**config.mk**
```make
export PLATFORM = sky130hd
export DESIGN_NAME = mul_share_arbiter
export DESIGN_NICKNAME = d
export VERILOG_FILES = /design/src/rtl/mul_share_arbiter_pkg.sv /design/src/rtl/Multiplier_4bit.sv /design/src/rtl/rr_pick_2.sv /design/src/rtl/mul_share_arbiter.sv
export SDC_FILE = /design/constraint.sdc
export NUM_CORES = 1
export LEC_CHECK = 0
export CELL_PAD_IN_SITES_DETAIL_PLACEMENT = 1
export CELL_PAD_IN_SITES_GLOBAL_PLACEMENT = 1
export CORE_UTILIZATION = 34
export DETAILED_ROUTE_END_ITERATION = 8
export PLACE_DENSITY_LB_ADDON = 0.1
export SYNTH_ARGS = -nofsm -noshare
export SYNTH_HDL_FRONTEND = slang
export SYNTH_SLANG_ARGS = --single-unit
export TNS_END_PERCENT = 100
```
**constraint.sdc**
```tcl
create_clock -name clk -period 3.6 [get_ports clk]
set_clock_uncertainty 0.2 [all_clocks]
set_input_delay 0.36 -clock clk [delete_from_list [all_inputs] [get_ports clk]]
set_output_delay 0.36 -clock clk [all_outputs]
set_load 0.1 [all_outputs]
```
**src/rtl/mul_share_arbiter_pkg.sv**
```systemverilog
// Shared constants and types for the two-requester multiplier arbiter.
// Imported by the arbiter top and its winner-select helper.
package mul_share_arbiter_pkg;

    localparam int WIDTH = 4;
    localparam int PW    = 2 * WIDTH;

    typedef enum logic [1:0] {
        IDLE = 2'd0,
        MUL  = 2'd1,
        HOLD = 2'd2
    } state_t;

    localparam logic REQ0 = 1'b0;
    localparam logic REQ1 = 1'b1;

endpackage

```
**src/rtl/Multiplier_4bit.sv**
```systemverilog
// Combinational 4x4 unsigned shift-add multiplier.
// Shared datapath instance; 8-bit zero-extended product.
module Multiplier_4bit (
    input  logic [3:0] a,
    input  logic [3:0] b,
    output logic [7:0] p
);

    always_comb begin
        p = '0;
        for (int i = 0; i < 4; i++) begin
            if (b[i]) begin
                p = p + ({4'b0, a} << i);
            end
        end
    end

endmodule

```
**src/rtl/rr_pick_2.sv**
```systemverilog
// Two-way round-robin winner select, purely combinational.
// On contention the requester that did not win last time is chosen.
module rr_pick_2
    import mul_share_arbiter_pkg::*;
(
    input  logic valid0,
    input  logic valid1,
    input  logic last_gnt,
    output logic grant_valid,
    output logic grant_id
);

    always_comb begin
        grant_valid = valid0 | valid1;
        grant_id    = REQ0;
        unique case (1'b1)
            (valid0 && valid1):  grant_id = ~last_gnt;
            (valid1 && !valid0): grant_id = REQ1;
            default:             grant_id = REQ0;
        endcase
    end

endmodule

```
**src/rtl/mul_share_arbiter.sv**
```systemverilog
// Round-robin sequencer sharing one Multiplier_4bit between two requesters.
// IDLE accepts a pair, MUL registers the product, HOLD presents it.
module mul_share_arbiter
    import mul_share_arbiter_pkg::*;
(
    input  logic             clk,
    input  logic             rst_n,
    input  logic             req0_valid,
    input  logic [WIDTH-1:0] req0_a,
    input  logic [WIDTH-1:0] req0_b,
    output logic             req0_ready,
    input  logic             req1_valid,
    input  logic [WIDTH-1:0] req1_a,
    input  logic [WIDTH-1:0] req1_b,
    output logic             req1_ready,
    output logic             res_valid,
    output logic [PW-1:0]    res_p,
    output logic             res_id,
    input  logic             res_ready,
    output logic             busy
);

    state_t           state, state_nx;
    logic [WIDTH-1:0] a_q, b_q;
    logic             id_q;
    logic             last_gnt;
    logic             gnt_valid, gnt_id;
    logic             take;
    logic [PW-1:0]    prod;

    rr_pick_2 u_pick (
        .valid0      (req0_valid),
        .valid1      (req1_valid),
        .last_gnt    (last_gnt),
        .grant_valid (gnt_valid),
        .grant_id    (gnt_id)
    );

    Multiplier_4bit u_mul (
        .a (a_q),
        .b (b_q),
        .p (prod)
    );

    // Grants only ever leave the IDLE state, so ready never
    // coincides with a retiring result.
    assign take       = (state == IDLE) && gnt_valid;
    assign req0_ready = take && (gnt_id == REQ0);
    assign req1_ready = take && (gnt_id == REQ1);
    assign busy       = (state != IDLE);

    always_comb begin
        state_nx = state;
        unique case (state)
            IDLE:    if (gnt_valid) state_nx = MUL;
            MUL:     state_nx = HOLD;
            HOLD:    if (res_ready) state_nx = IDLE;
            default: state_nx = IDLE;
        endcase
    end

    always_ff @(posedge clk or negedge rst_n) begin
        if (!rst_n) begin
            state <= IDLE;
        end else begin
            state <= state_nx;
        end
    end

    always_ff @(posedge clk or negedge rst_n) begin
        if (!rst_n) begin
            a_q       <= '0;
            b_q       <= '0;
            id_q      <= REQ0;
            last_gnt  <= REQ1;
            res_valid <= 1'b0;
            res_p     <= '0;
            res_id    <= REQ0;
        end else begin
            if (take) begin
                a_q      <= (gnt_id == REQ1) ? req1_a : req0_a;
                b_q      <= (gnt_id == REQ1) ? req1_b : req0_b;
                id_q     <= gnt_id;
                last_gnt <= gnt_id;
            end
            if (state == MUL) begin
                res_p     <= prod;
                res_id    <= id_q;
                res_valid <= 1'b1;
            end
            if ((state == HOLD) && res_ready) begin
                res_valid <= 1'b0;
            end
        end
    end

endmodule

```
==> results by group <==
Status
  • Outcome: finished, violations left
  • Failing checks: setup timing

GRT
  • Largest net degree at the start of global routing: 23
  • Total GRT Usage: 22.13%
  • Vias in the first global route: 1429
  • Global route total overflow: 0
  • First-pass GRT wire length: 7189 um
  • Antenna violations before repair: 0

Timing
  • Final worst slack: -0.1351 ns
  • Fin crit share: 103.8%
  • Fin. max-slew vios: 0
  • Final setup viols: 4
  • RSZ-0062 raised after global routing: true
  • Final Hold Vio Count: 0
  • Fmax: 267.7 MHz
  • Rel. slew slack: 32.49%
  • Worst Tran Pin Value: 1.010 ns
  • Post-layout minimum cycle time: 3.735 ns

Logic synthesis
  • Ys Warns: 0
  • Synth Instances: 152
  • Syn nets: 187
  • Sequential share of the synthesized area: 38.28%
  • Top-count cell post-synth: dfrtp_1
  • Mapped cell area: 1441 um^2
  • Area leader, netlist: dfrtp_1
  • Synth top area share: 36.46%
  • Top cells by area, synth: dfrtp_1, ha_1, a222oi_1, inv_1, nand2_1
  • Synth top cells by count: dfrtp_1, inv_1, nand2_1, a21oi_1, ha_1
  • Post-synth EDFFs: 0
  • Share of flip-flops with an asynchronous set or reset: 100.0%
  • Predominant post-synthesis flop cell: dfrtp_1
  • Post-Syn Area per Cell: 9.483 um^2
  • Cell variety after synth: 39
  • #FFs+latches synth: 22

Clock network
  • CTS tree: built
  • Clock Pin Slew Worst Setup and Hold Paths: 0.09 ns
  • Clock Sinks: 22
  • Buffer depth of the longest clock path: 2
  • CTS root buf: clkbuf_8
  • Max H-tree Level: 1
  • Later-pin clock latency in the skew report: 0.27 ns
  • Hold_buf cts: 0
  • Cts bufs inserted: 3

Die
  • Die Ht: 67.11 um
  • Top Ports: 34
  • # rows: 23
  • Die width: 67.11 um
  • Total core area: 4029 um^2
  • DIE AREA: 4504 um^2
  • Starting Density: 35.78%

Place
  • Routability Congestion: 0.8567
  • Detail Placement HPWL: 3211 um
  • Buffers on Ports: 33
  • Cell total after placement: 244

Worst setup path
  • Setup CP Type: flip-flop to flip-flop
  • Largest fanout on the critical path: 3
  • CP arrival: 3.73 ns
  • Crit path from: a_q[1]
  • Critical path launch point type: flip-flop
  • R2r endpoint: res_p[4]
  • R2R Setup Slk: -0.14 ns
  • Reg2reg start: a_q[1]
  • WP data required: 3.60 ns
  • Worst r2r path cells: 16
  • Setup crit end kind: flip-flop

Routing
  • Vias/cell: 5.242
  • Routed vias: 1389
  • DRT iter0 DRCs: 49
  • WL/cell: 17.23 um
  • DRC: 0
  • Post-route ant nets: 0
  • TritonRoute pass-1 iters: 5
  • Routed wire length: 4566 um

Worst hold path
  • HP Class: flip-flop to flip-flop
  • WHS Path Cells: 2
  • Hold Path Sink: res_p[0]
  • Hold Startpoint: res_p[0]

Finish
  • N_diodes: 0
  • Share of cells above drive strength 1: 31.63%
  • Area Overhead vs Synth: 52.69%
  • Final nets: 251
  • Final cell count without fillers: 265
  • Number of fill cells: 463

Flow run
  • Max Cap Violations: 0
worst max-delay path: stages (launching register included):
cell      delay [ns]
dfrtp_2         0.42
and2_4          0.15
ha_4            0.16
inv_2           0.04
fa_2            0.44
mux2i_4         0.21
ha_4            0.17
inv_2           0.04
fa_1            0.50
nand2_1         0.07
a21boi_2        0.18
ha_2            0.21
fa_2            0.53
inv_2           0.03
a21oi_2         0.10
a21oi_1         0.05
a31oi_1         0.16
worst max path at each step:
stage	cells past startpoint	endpoint	slack, ns
4_1_cts	16	res_p[4]	-0.13
6_report	16	res_p[4]	-0.14
3_5_place_dp	15	res_p[7]	-0.23
3_3_place_gp	15	res_p[7]	-0.05
5_1_grt	16	res_p[4]	-0.25
2_1_floorplan	17	res_p[4]	0.02
stage by stage:
step                hold slack [ns]  area [um^2]  util [%]  worst slack [ns]  TNS (ns)
CTS                          0.2890         2135     52.98           -0.1276   -0.2408
floorplan                   -0.1356         1469         -           0.01923         0
detailed placement           0.2685         1922     47.70           -0.2253   -0.7017
finish                       0.2877         2201     54.63           -0.1351   -0.2441
global route                 0.3327         2201     54.63           -0.2536   -0.8459
global placement             0.2599         1922     47.70          -0.05208   -0.1016
final cells by class:
| cell class | instances | area (um^2) | share of cell area, % |
|---|---|---|---|
| clock buffers | 3 | 41.29 | 1.876 |
| well taps | 50 | 62.56 | 2.843 |
| flip-flops and latches | 22 | 553.0 | 25.13 |
| multi-input cells | 104 | 865.8 | 39.34 |
| clock inverters | 1 | 30.03 | 1.364 |
| inverters | 19 | 71.32 | 3.240 |
| repair buffers | 66 | 576.8 | 26.21 |
cell families (layout without fill, tap and decap cells):
group	after synthesis	in the layout	share of synthesized area (%)
AOI/OAI and AO/OA	41	41	19.79
xor gates and xnor gates	3	3	1.823
adders and majority gates	15	15	14.41
buffers and inverters	26	89	8.333
DFF	22	22	38.28
muxes	3	3	2.083
and+or+nand+nor	42	42	15.28
registers in the layout, summed over array words and instances, names as in the netlist:
signal / flops
state: 2
last_gnt: 1
res_p: 8
id_q: 1
a_q: 4
b_q: 4
res_valid: 1
res_id: 1
per-layer routing:
| metal | up-vias | share of wire [%] | track usage (%) |
|---|---|---|---|
| met5 | - | 0 | 0 |
| met1 | 686 | 42 | 26.13 |
| met2 | 35 | 54 | 41.25 |
| met4 | 0 | 0.99 | 6.117 |
| met3 | 4 | 2.5 | 2.740 |
| li1 | 664 | - | - |
cell usage in the layout (no fill, tap or decap), types with 4 or more instances in the layout:
| cell | n |
|---|---|
| buf_4 | 34 |
| dfrtp_1 | 20 |
| ha_1 | 7 |
| nand3_1 | 4 |
| inv_1 | 16 |
| clkdlybuf4s50_1 | 31 |
| a222oi_1 | 8 |
| o21ai_0 | 6 |
| a21oi_1 | 8 |
| nand2_1 | 18 |
repair_timing:
| action | CTS | global route |
|---|---|---|
| hold endpoints to repair | 0 | 0 |
| pin swaps | 11 | 5 |
| endpoints found under the setup margin | 4 | 5 |
| setup buffers | 13 | 4 |
| gates resized for setup | 12 | 8 |
Power is left out: the tool's default activity adds up to more than one toggle a clock period on the data nets, which glitch-free logic cannot reach.
